==> config.mk <==
export PLATFORM = sky130hd
export DESIGN_NAME = golomb_job_scheduler_flat
export DESIGN_NICKNAME = d
export VERILOG_FILES = /design/src/rtl/golomb_job_scheduler_if.sv /design/src/rtl/golomb_job_scheduler.sv /design/src/flat_wrapper.sv
export SDC_FILE = /design/constraint.sdc
export NUM_CORES = 1
export LEC_CHECK = 0
export BUFFER_PORTS_ARGS = -buffer_cell sky130_fd_sc_hd__buf_4
export CAP_MARGIN = 20
export CORE_MARGIN = 4
export CORE_UTILIZATION = 35
export DETAILED_ROUTE_END_ITERATION = 6
export PLACE_DENSITY = 0.6
export SLEW_MARGIN = 10
export SYNTH_ARGS = -nofsm -noshare
export SYNTH_HDL_FRONTEND = slang
export SYNTH_SLANG_ARGS = --single-unit
export TNS_END_PERCENT = 100
==> constraint.sdc <==
create_clock -name FXCLK -period 6 [get_ports FXCLK]
set_input_delay 0.9 -clock FXCLK [delete_from_list [all_inputs] [get_ports FXCLK]]
set_output_delay 0.9 -clock FXCLK [all_outputs]
set_load 0.01 [all_outputs]
==> src/rtl/golomb_job_scheduler_if.sv <==
// golomb_job_scheduler_if: host job/result link plus assembly control bundle.
interface golomb_job_scheduler_if #(
  parameter int NUMPOSITIONS = 5,
  parameter int PVBITS       = 9
);
  localparam int VEC_W = (NUMPOSITIONS + 1) * PVBITS;
  logic              job_valid;
  logic              job_ready;
  logic [VEC_W-1:0]  job_prefix;
  logic              job_abort;
  logic              asm_reset;
  logic [VEC_W-1:0]  asm_firstvalues;
  logic [VEC_W-1:0]  asm_marks;
  logic [5:0]        asm_numresults;
  logic              asm_done;
  logic              res_valid;
  logic              res_ready;
  logic [VEC_W-1:0]  res_marks;
  logic [5:0]        res_count;
  logic              res_timeout;
  logic              res_aborted;
  logic [PVBITS-1:0] best_len;
  logic [15:0]       jobs_done;
  logic              busy;
  modport master (
    output job_valid, job_prefix, job_abort, asm_marks, asm_numresults, asm_done, res_ready,
    input  job_ready, asm_reset, asm_firstvalues, res_valid, res_marks, res_count,
           res_timeout, res_aborted, best_len, jobs_done, busy
  );
  modport slave (
    input  job_valid, job_prefix, job_abort, asm_marks, asm_numresults, asm_done, res_ready,
    output job_ready, asm_reset, asm_firstvalues, res_valid, res_marks, res_count,
           res_timeout, res_aborted, best_len, jobs_done, busy
  );
endinterface

==> src/rtl/golomb_job_scheduler.sv <==
// golomb_job_scheduler: runs one mark_counter_assembly per buffered job under a watchdog.
module golomb_job_scheduler #(
  parameter int NUMPOSITIONS = 5,
  parameter int PVBITS       = 9,
  parameter int RESET_HOLD   = 4,
  parameter int WDOG_W       = 24
) (
  input logic FXCLK,
  input logic RESET_IN_N,
  golomb_job_scheduler_if.slave bus
);
  localparam int VEC_W = (NUMPOSITIONS + 1) * PVBITS;
  localparam int CW    = $clog2(RESET_HOLD);
  typedef enum logic [1:0] {IDLE, LOAD, RUN, REPORT} state_t;
  state_t            state, state_nx;
  logic              buf_full;
  logic [VEC_W-1:0]  job_buf, firstvalues, res_marks;
  logic [CW-1:0]     cnt;
  logic [WDOG_W-1:0] wd;
  logic [5:0]        res_count;
  logic              res_timeout, res_aborted;
  logic [PVBITS-1:0] best_len, last_mark;
  logic [15:0]       jobs_done;
  logic              done_hit, abort_hit, tmo_hit, finish;
  // wd==0 marks the first RUN cycle, where a stale asm_done is ignored
  assign last_mark = bus.asm_marks[NUMPOSITIONS*PVBITS +: PVBITS];
  assign done_hit  = state == RUN && bus.asm_done && |wd;
  assign abort_hit = state == RUN && bus.job_abort;
  assign tmo_hit   = state == RUN && &wd;
  assign finish    = done_hit || abort_hit || tmo_hit;
  always_ff @(posedge FXCLK or negedge RESET_IN_N)
    if (!RESET_IN_N) state <= IDLE;
    else state <= state_nx;
  always_comb begin
    state_nx = state;
    case (state)
      IDLE:    state_nx = buf_full ? LOAD : IDLE;
      LOAD:    state_nx = cnt == CW'(RESET_HOLD - 1) ? RUN : LOAD;
      RUN:     state_nx = finish ? REPORT : RUN;
      REPORT:  state_nx = bus.res_ready ? IDLE : REPORT;
      default: state_nx = IDLE;
    endcase
  end
  always_ff @(posedge FXCLK or negedge RESET_IN_N)
    if (!RESET_IN_N) begin
      buf_full    <= 1'b0;
      job_buf     <= '0;
      firstvalues <= '0;
      cnt         <= '0;
      wd          <= '0;
      res_marks   <= '0;
      res_count   <= '0;
      res_timeout <= 1'b0;
      res_aborted <= 1'b0;
      best_len    <= '1;
      jobs_done   <= '0;
    end else begin
      if (bus.job_valid && !buf_full) begin
        buf_full <= 1'b1;
        job_buf  <= bus.job_prefix;
      end
      if (state == IDLE && buf_full) begin
        buf_full    <= 1'b0;
        firstvalues <= job_buf;
      end
      cnt <= state == LOAD ? cnt + CW'(1) : '0;
      wd  <= state == RUN ? wd + WDOG_W'(1) : '0;
      if (finish) begin
        res_marks   <= bus.asm_marks;
        res_count   <= bus.asm_numresults;
        res_timeout <= !done_hit && !abort_hit;
        res_aborted <= !done_hit && abort_hit;
        jobs_done   <= jobs_done + 16'd1;
        if (done_hit && bus.asm_numresults != 6'd0 && last_mark < best_len) best_len <= last_mark;
      end
    end
  assign bus.job_ready       = !buf_full;
  assign bus.asm_reset       = state != RUN;
  assign bus.asm_firstvalues = firstvalues;
  assign bus.res_valid       = state == REPORT;
  assign bus.res_marks       = res_marks;
  assign bus.res_count       = res_count;
  assign bus.res_timeout     = res_timeout;
  assign bus.res_aborted     = res_aborted;
  assign bus.best_len        = best_len;
  assign bus.jobs_done       = jobs_done;
  assign bus.busy            = state != IDLE;
endmodule
==> src/flat_wrapper.sv <==
// flat-port wrapper written by rule: the top's interface ports become plain ports
module golomb_job_scheduler_flat 
#(
  parameter int NUMPOSITIONS = 5,
  parameter int PVBITS       = 9,
  parameter int RESET_HOLD   = 4,
  parameter int WDOG_W       = 24
)
  (FXCLK, RESET_IN_N, bus_job_valid, bus_job_prefix, bus_job_abort, bus_asm_marks, bus_asm_numresults, bus_asm_done, bus_res_ready, bus_job_ready, bus_asm_reset, bus_asm_firstvalues, bus_res_valid, bus_res_marks, bus_res_count, bus_res_timeout, bus_res_aborted, bus_best_len, bus_jobs_done, bus_busy);
  golomb_job_scheduler_if #(.NUMPOSITIONS(NUMPOSITIONS), .PVBITS(PVBITS)) bus_i ();
  input logic FXCLK;
  input logic RESET_IN_N;
  input wire logic [$bits(bus_i.job_valid)-1:0] bus_job_valid;
  input wire logic [$bits(bus_i.job_prefix)-1:0] bus_job_prefix;
  input wire logic [$bits(bus_i.job_abort)-1:0] bus_job_abort;
  input wire logic [$bits(bus_i.asm_marks)-1:0] bus_asm_marks;
  input wire logic [$bits(bus_i.asm_numresults)-1:0] bus_asm_numresults;
  input wire logic [$bits(bus_i.asm_done)-1:0] bus_asm_done;
  input wire logic [$bits(bus_i.res_ready)-1:0] bus_res_ready;
  output wire logic [$bits(bus_i.job_ready)-1:0] bus_job_ready;
  output wire logic [$bits(bus_i.asm_reset)-1:0] bus_asm_reset;
  output wire logic [$bits(bus_i.asm_firstvalues)-1:0] bus_asm_firstvalues;
  output wire logic [$bits(bus_i.res_valid)-1:0] bus_res_valid;
  output wire logic [$bits(bus_i.res_marks)-1:0] bus_res_marks;
  output wire logic [$bits(bus_i.res_count)-1:0] bus_res_count;
  output wire logic [$bits(bus_i.res_timeout)-1:0] bus_res_timeout;
  output wire logic [$bits(bus_i.res_aborted)-1:0] bus_res_aborted;
  output wire logic [$bits(bus_i.best_len)-1:0] bus_best_len;
  output wire logic [$bits(bus_i.jobs_done)-1:0] bus_jobs_done;
  output wire logic [$bits(bus_i.busy)-1:0] bus_busy;
  assign bus_i.job_valid = bus_job_valid;
  assign bus_i.job_prefix = bus_job_prefix;
  assign bus_i.job_abort = bus_job_abort;
  assign bus_i.asm_marks = bus_asm_marks;
  assign bus_i.asm_numresults = bus_asm_numresults;
  assign bus_i.asm_done = bus_asm_done;
  assign bus_i.res_ready = bus_res_ready;
  assign bus_job_ready = bus_i.job_ready;
  assign bus_asm_reset = bus_i.asm_reset;
  assign bus_asm_firstvalues = bus_i.asm_firstvalues;
  assign bus_res_valid = bus_i.res_valid;
  assign bus_res_marks = bus_i.res_marks;
  assign bus_res_count = bus_i.res_count;
  assign bus_res_timeout = bus_i.res_timeout;
  assign bus_res_aborted = bus_i.res_aborted;
  assign bus_best_len = bus_i.best_len;
  assign bus_jobs_done = bus_i.jobs_done;
  assign bus_busy = bus_i.busy;
  golomb_job_scheduler #(.NUMPOSITIONS(NUMPOSITIONS), .PVBITS(PVBITS), .RESET_HOLD(RESET_HOLD), .WDOG_W(WDOG_W)) u_core (.FXCLK(FXCLK), .RESET_IN_N(RESET_IN_N), .bus(bus_i));
endmodule
[Yosys cells after proc, flatten, opt, wreduce, memory -nomap -nowiden]
Index checks and enable logic that the tools add are counted.
W data, S select, Z words.
Storage, ports and cells
  output and inout port bits: 145
  register bits after elaboration: 224
  bits of input ports: 120
  word-level logic and storage cells: 52
Operators by class
  equality and inequality tests: 5
  add/subtract/negate cells: 3
  reductions and logical operators: 22
  magnitude comparators: 1
  multiplexer cells: 9
Operators with widths (count)
  $add A24 B1 Y24 const B: 1
  $mux W24: 1
  $reduce_and A24 Y1: 1
  $reduce_or A24 Y1: 1
  $add A16 B1 Y16 const B: 1
  $logic_and A1 B1 Y1: 10
  $lt A9 B9 Y1: 1
  $pmux W2 S4: 1
  $eq A2 B2 Y1 const B: 3
  $mux W2: 3
  $reduce_bool A6 Y1: 1
  $mux W1: 4
  $reduce_bool A2 Y1: 2
  $logic_not A1 Y1: 3
  $add A2 B1 Y2 const B: 1
  $eq A2 B1 Y1 const B: 1
  $logic_not A2 Y1: 1
  $logic_or A1 B1 Y1: 2
  $ne A2 B2 Y1 const B: 1
  $reduce_and A2 Y1: 1

[Depth between registers and ports, before layout]
Gate-level depths: netlist of the first run.
  depth after elaboration: 7
  depth in mapped cells: 8
  depth with buffers taken out: 7

[Worst setup path before layout of the first run]
OpenSTA, ideal clock, no wires.
  kind: input to register
  start point: in bus_asm_marks[53]
  end point: reg u_core.best_len[0] (netlist: u_core.bus.best_len[0])
  cell stages on the path: 4
  buffers on the path: 0
  required time: 5918 ps
  library setup time: 82 ps
  slack: 3710 ps
  data arrival time: 2208 ps
  path through: ha_1 > a2111oi_0 > o211ai_2 > mux2_2
Between the ends
  word-level cells in the longest chain between the ends: 3
RTL lines
  start: declaration: RTL line flat_wrapper.sv:16  | input wire logic [$bits(bus_i.asm_marks)-1:0] bus_asm_marks;
  $lt A9 B9 Y1: RTL line golomb_job_scheduler.sv:74  | if (done_hit && bus.asm_numresults != 6'd0 && last_mark < best_len) best_len <= last_mark;
  $logic_and A1 B1 Y1: RTL line golomb_job_scheduler.sv:74
  $reduce_and A2 Y1 (no line)
  end signal: assignment: RTL line golomb_job_scheduler.sv:74
  end: declaration: RTL line golomb_job_scheduler.sv:22  | logic [PVBITS-1:0] best_len, last_mark;
Every way passes these cells.
A chain may end at the register's enable or synchronous reset.

[Worst setup path after layout of the first run]
  start point: reg u_core.state[0]
  end point: out bus_asm_reset
Between the ends
  word-level cells in the longest chain between the ends: 1
RTL lines
  start: declaration: RTL line golomb_job_scheduler.sv:15  | state_t state, state_nx;
  start signal: assignment: RTL line golomb_job_scheduler.sv:33  | else state <= state_nx;
  $ne A2 B2 Y1: RTL line golomb_job_scheduler.sv:78  | assign bus.asm_reset = state != RUN;
  end: declaration: RTL line flat_wrapper.sv:21  | output wire logic [$bits(bus_i.asm_reset)-1:0] bus_asm_reset;
Every way passes these cells.

==> out/qor.yml, run 1 <==
synth_edf_count: 0
critical_path_buf_inv_count: 2
cp.required_ns: 5.10
syn_area_mm2: 0.00915
clk_pin_slew_worst_paths_ns: 0.06
synth_cell_type_count: 48
layout-drive-gt1-share_pct: 49.2
dr.first_iter.drc_count: 305
wire_per_inst_um: 16.9
finalSetupTns_ns: 0
nets: 1031
switchingPower_mw: 1.84
relSlewSlack_pct: 38.2
powerDensity_mw_per_mm2: 507
hp-class: "in2async"
critPathArrivalTime_ns: 2.10
syn_nets: 761
setup_viol: 0
yosysSeqAreaShare_pct: 61.4
async_flop_share_pct: 100
cts_buffer_depth: 3
worstSetupEndpointType: "output port"
whs_ns: 0.434
row_count: 58
dieArea_mm2: 0.0288
antenna_found_initial: 1
finalMaxSlewViolations: 0
crit_chain: "and2b_2, inv_1, buf_4"
finalHoldViolCount: 0
dpl_cell_area_mm2: 0.0114
stdcell_count: 1249
finalCritPeriodShare_pct: 50.0
p_seq_share_pct: 40.0
worst_path_largest_cell_delay_ns: 0.58
placed_cells: 1201
synth_top_area_share_pct: 58.8
yosys.area.top_type: "dfrtp_1"
first_pass_iters: 4
grt_pass1_vias: 6138
startpoint_type: "flip-flop"
cts-buffers-inserted: 26
timing.rr.start: "u_core.wd[0]"
synth_commonest_cells: "dfrtp_1, mux2_2, mux2_1, nor2_1, xor2_1"
critPathTopFamily: "buffers and inverters"
postCtsSetupRepairBufs: 0
ant_nets: 0
cts_tree: "yes"
post_cts_resize_count: 0
rsz0062_at_grt: "false"
vias_per_cell: 4.76
clk_latency_ns: 0.52
hold_buffers: 0
area_growth_pct: 35.3
tightest_slew_ns: 0.926
cts_sinks: 224
dp_hpwl_um: 14500
design_area_mm2: 0.0124
power_frac_clock_pct: 26.6
syn_inst: 629
post-route-min-period_ns: 3.00
start_util_pct: 35.9
portBuffers: 264
fp.dieW_um: 170
cts_root_buf: "clkbuf_16"
drc: 0
routabilityCongestion: 0.762
peakVddDrop_mv: 0.325
gr-total-overflow: 0
grt_pass1_wl_um: 33500
startpoint: "u_core.state[0]"
ys_seq_elements: 224
grt_max_degree: 114
synthTopCellsByArea: "dfrtp_1, mux2_2, mux2_1"
criticalPathCategory: "reg2out"
finClkSkew_ns: 0.0174
core_mm2: 0.0255
leakage_nw: 5.55
fp.dieH_um: 170
synth_top_flop_cell: "dfrtp_1"
p_int_mw: 4.44
worst-path-max-fanout: 24
p_sw_share_pct: 29.3
track_usage_pct: 14.2
boundaryPins: 265
max_cap_viol_count: 0
wirelength_um: 21100
worst_path_max_delay_cell: "inv_1"
syn_avg_cell_area_um2: 14.5
h-tree-depth: 1
yosys_warnings: 0
fmax_mhz: 333
vias: 5939
status: "complete, no violations"
antenna_cells: 0
power_frac_comb_pct: 33.4
synth_most_common_cell: "dfrtp_1"
final cells by class:
| type | instances | area, µm² |
|---|---|---|
| Timing Repair Buffer | 267 | 2020 |
| Tap cell | 330 | 413 |
| Sequential cell | 224 | 5620 |
| Multi-Input combinational cell | 363 | 3330 |
| Clock inverter | 9 | 124 |
| Clock buffer | 39 | 811 |
| Inverter | 17 | 63.8 |
| Fill cell | 2315 | 13100 |
routing by layer:
layer / GRT usage, % / vias up / wire, µm / part of all wire [%]
li1: - / 2781 / - / -
met1: 18.2 / 2885 / 8740 / 41
met2: 21.4 / 234 / 9000 / 43
met3: 7.24 / 37 / 2820 / 13
met4: 3.57 / 2 / 506 / 2.4
met5: 0 / - / 12 / 0.057
flip-flops by register name, indices dropped and copies added, names as in the netlist:
signal / cells
u_core.bus.jobs_done: 16
u_core.bus.best_len: 9
u_core.state: 2
u_core.bus.asm_firstvalues: 54
u_core.bus.res_marks: 54
u_core.bus.res_count: 6
u_core.wd: 24
u_core.job_buf: 54
u_core.bus.res_aborted: 1
u_core.bus.res_timeout: 1
u_core.buf_full: 1
u_core.cnt: 2
cells by family after synthesis:
group | after synthesis | share of synthesized area (%)
AO/OA/AOI/OAI | 29 | 2.61
multiplexers | 179 | 22.0
flip-flops | 224 | 61.4
AND/OR/NAND/NOR | 107 | 6.47
buffers and inverters | 42 | 2.41
adder cells (fa/ha/maj) | 12 | 1.64
XOR/XNOR | 36 | 3.45
cells in the final DEF (no fill, tap or decap), drive strengths merged, types with 2 or more instances in the layout:
| master | instances |
|---|---|
| nand3b | 2 |
| xnor2 | 11 |
| nand4b | 2 |
| dfstp | 9 |
| a21boi | 2 |
| and3 | 5 |
| nand3 | 14 |
| ha | 12 |
| clkinv | 6 |
| nor4 | 4 |
| xor2 | 25 |
| a21oi | 6 |
| and2 | 2 |
| a211oi | 10 |
| a2111oi | 3 |
| nand4 | 11 |
| buf | 267 |
| bufinv | 3 |
| nor2 | 31 |
| nor3 | 7 |
| mux2 | 178 |
| clkbuf | 39 |
| inv | 17 |
| nand2 | 15 |
| and4 | 5 |
| a211o | 2 |
| dfrtp | 215 |
| o21ai | 2 |
worst paths after layout:
| kind | to | slack, ns | depth (start not counted) |
|---|---|---|---|
| max in group asynchronous | u_core.job_buf[2] | 4.51 | 2 |
| min in group FXCLK | u_core.cnt[0] | 0.45 | 1 |
| worst max-delay path | bus_asm_reset | 3.00 | 3 |
| worst max register to register | u_core.bus.res_marks[44] | 3.03 | 6 |
| worst min-delay path | u_core.bus.res_marks[5] | 0.43 | 1 |
| worst min register to register | u_core.cnt[0] | 0.45 | 1 |
power groups by stage:
stage / Clock (mW) / Sequential, mW / Combinational (mW)
3_3_place_gp: 0 / 2.53 / 2.11
4_1_cts: 1.73 / 2.52 / 2.15
6_report: 1.67 / 2.51 / 2.10
2_1_floorplan: 0 / 2.68 / 0.924
3_5_place_dp: 0 / 2.54 / 2.15
5_1_grt: 1.79 / 2.61 / 2.29
per-stage QoR:
stage,worst slack [ns],utilization (%),power (mW)
global route,2.78,48.6,6.69
floorplan,3.71,-,3.61
detailed placement,2.95,44.9,4.68
global placement,2.99,44.9,4.64
finish,3.00,48.6,6.28
CTS,2.93,48.6,6.40
Note: power is estimated with default switching activity, not from simulation.
==> run 2, diff against run 1 <==
--- a/config.mk
+++ b/config.mk
@@ -5,12 +5,13 @@
 export SDC_FILE = /design/constraint.sdc
 export NUM_CORES = 1
 export LEC_CHECK = 0
+export ABC_AREA = 1
 export BUFFER_PORTS_ARGS = -buffer_cell sky130_fd_sc_hd__buf_4
 export CAP_MARGIN = 20
 export CORE_MARGIN = 4
 export CORE_UTILIZATION = 35
 export DETAILED_ROUTE_END_ITERATION = 6
-export PLACE_DENSITY = 0.6
+export PLACE_DENSITY = 0.59
 export SLEW_MARGIN = 10
 export SYNTH_ARGS = -nofsm -noshare
 export SYNTH_HDL_FRONTEND = slang
==> constraint.sdc (replaced) <==
create_clock -name FXCLK -period 2.8 [get_ports FXCLK]
set_input_delay 0.42 -clock FXCLK [delete_from_list [all_inputs] [get_ports FXCLK]]
set_output_delay 0.42 -clock FXCLK [all_outputs]
set_load 0.01 [all_outputs]
==> run 2 against run 1 <==
Compared with the run above:
- non-clock buffer count is 11 higher
- cell area is 5.1% higher
- global-route usage is 2.8 points higher
- total power is 110% higher
- critical path depth is 5 higher
- hold slack worse by 0.35 ns
==> out/qor.yml, run 2 <==
status: "complete, no violations"
final_common_cell: "nand2_1"
fmax_mhz: 438
wirelength_um: 26700
switchingPower_mw: 4.46
placed_cells: 1652
cts_buffer_depth: 3
finalMaxSlewViolations: 0
vias: 7994
cts_sinks: 224
syn_avg_cell_area_um2: 9.27
holdCritStartpoint: "bus_asm_marks[30]"
peakVddDrop_mv: 0.632
worst_path_largest_cell_delay_ns: 0.53
worst_path_max_delay_cell: "dfstp_2"
area_growth_pct: 33.4
clk_pin_slew_worst_paths_ns: 0.06
fp.dieW_um: 175
synth_top_area_share_pct: 55.2
grt_pass1_vias: 8102
grt_pass1_wl_um: 43200
synthTopCellsByArea: "dfrtp_1, nand2_1, mux2_2"
stdcell_count: 1700
hp-class: "in2reg"
row_count: 60
synth_edf_count: 0
dp_hpwl_um: 18000
cp.required_ns: 3.26
cts_root_buf: "clkbuf_16"
layout-drive-gt1-share_pct: 30.3
h-tree-depth: 1
syn_area_mm2: 0.00975
power_frac_clock_pct: 25.1
dpl_cell_area_mm2: 0.0121
post-route-min-period_ns: 2.28
synth_cell_type_count: 32
p_sw_share_pct: 33.3
final_cell_mix: "nand2_1, buf_4, dfrtp_1"
post_cts_resize_count: 0
dieArea_mm2: 0.0306
crit_chain: "inv_1, ha_1, a21o_1, nor2_1, nand3_1, nor2_2, nand2_1, nand2_1"
nets: 1441
grt_max_degree: 124
p_int_mw: 8.95
first_pass_iters: 4
ys_seq_elements: 224
core_mm2: 0.0272
power_frac_comb_pct: 35.0
drc: 0
yosysSeqAreaShare_pct: 57.6
routabilityCongestion: 0.808
powerDensity_mw_per_mm2: 1030
max_cap_viol_count: 0
boundaryPins: 265
tightest_slew_ns: 0.859
relSlewSlack_pct: 42.7
critPathArrivalTime_ns: 2.75
start_util_pct: 35.9
track_usage_pct: 17.0
yosys_warnings: 0
startpoint: "u_core.bus.best_len[8]"
antenna_found_initial: 1
finalCritPeriodShare_pct: 81.6
setup_viol: 0
wire_per_inst_um: 15.7
syn_nets: 1184
cts-buffers-inserted: 26
fp.dieH_um: 175
synth_top_flop_cell: "dfrtp_1"
rsz0062_at_grt: "false"
finClkSkew_ns: 0.0115
gr-total-overflow: 0
critPathTopFamily: "simple AND/OR/NAND/NOR gates"
yosys.area.top_type: "dfrtp_1"
timing.rr.start: "u_core.bus.best_len[8]"
leakage_nw: 6.63
syn_inst: 1052
worstSetupEndpointType: "flip-flop"
dr.first_iter.drc_count: 463
async_flop_share_pct: 100
clk_latency_ns: 0.53
synth_most_common_cell: "nand2_1"
startpoint_type: "flip-flop"
ant_nets: 0
vias_per_cell: 4.70
criticalPathCategory: "reg2reg"
p_seq_share_pct: 40.0
finalHoldViolCount: 0
finalSetupTns_ns: 0
cts_tree: "yes"
design_area_mm2: 0.0130
portBuffers: 264
synth_commonest_cells: "nand2_1, dfrtp_1, nand4_1, nor2_1, mux2_2"
cp_common_cell: "nand2_1"
worst-path-max-fanout: 10
critical_path_buf_inv_count: 1
-- run 2: cell types whose count changed after synthesis, sizes merged, moves of 26 or more --
cell / change
inv: +35
nor2: +44
nand2: +394
mux2: -124
nand4: +74
clkbuf: +26
-- run 2: cells by family after synthesis --
logic type               count (synthesis)  synth area share [%]
AO/OA/AOI/OAI                           39                  2.37
XOR/XNOR                                15                  1.35
adder cells (fa/ha/maj)                 12                  1.54
buffers and inverters                  101                  4.46
flip-flops                             224                  57.6
multiplexers                            54                  6.24
AND/OR/NAND/NOR                        607                  26.4
-- run 2: timing repair --
action	in CTS	in global routing
hold buffers	1	0
hold endpoints to repair	16	0
setup buffers	0	0
-- run 2: layout make-up --
type | count | area, µm²
fill | 2654 | 14200
sequential | 224 | 5620
multi-input combinational | 727 | 3710
timing repair buffer | 278 | 2160
clock buffer | 35 | 776
tap | 372 | 465
inverter | 52 | 195
clock inverter | 11 | 83.8
antenna | 1 | 2.50
-- run 2: worst register-to-register path: stages (launching register included) --
cell	delay (ns)
dfstp_2	0.53
inv_1	0.05
ha_1	0.30
a21o_1	0.16
nor2_1	0.15
nand3_1	0.37
nor2_2	0.50
nand2_1	0.09
nand2_1	0.08
-- run 2: per-layer routing --
layer	share of wire (%)	GRT usage, %
met5	0	0
met4	2.2	4.58
met3	9.2	6.30
met2	45	26.5
met1	43	22.5
-- run 2: path summary, 6_finish.rpt --
kind	cells after the start	end	slack, ns
worst max-delay path	8	u_core.bus.best_len[7]	0.52
worst min-delay path	3	u_core.bus.res_marks[30]	0.09
worst max register to register	8	u_core.bus.best_len[7]	0.52
worst min register to register	1	u_core.cnt[0]	0.43
max in group asynchronous	3	u_core.job_buf[19]	1.66
min in group asynchronous	2	u_core.bus.res_marks[38]	0.27
-- run 2: power by group through the flow --
| stage | Sequential (mW) | Clock, mW | Combinational (mW) |
|---|---|---|---|
| floorplan | 5.70 | 0 | 2.06 |
| global placement | 5.37 | 0 | 4.73 |
| detailed placement | 5.40 | 0 | 4.80 |
| CTS | 5.37 | 3.47 | 4.80 |
| global route | 5.53 | 3.59 | 5.28 |
| finish | 5.36 | 3.36 | 4.69 |
-- run 2: through the flow --
step / util [%] / power, mW / hold WS (ns) / setup slack, ns
floorplan: - / 7.76 / 0.124 / 0.948
global placement: 44.7 / 10.1 / 0.211 / 0.520
detailed placement: 44.7 / 10.2 / 0.209 / 0.518
CTS: 47.9 / 13.6 / 0.0614 / 0.493
global route: 47.9 / 14.4 / 0.0727 / 0.223
finish: 47.9 / 13.4 / 0.0853 / 0.515
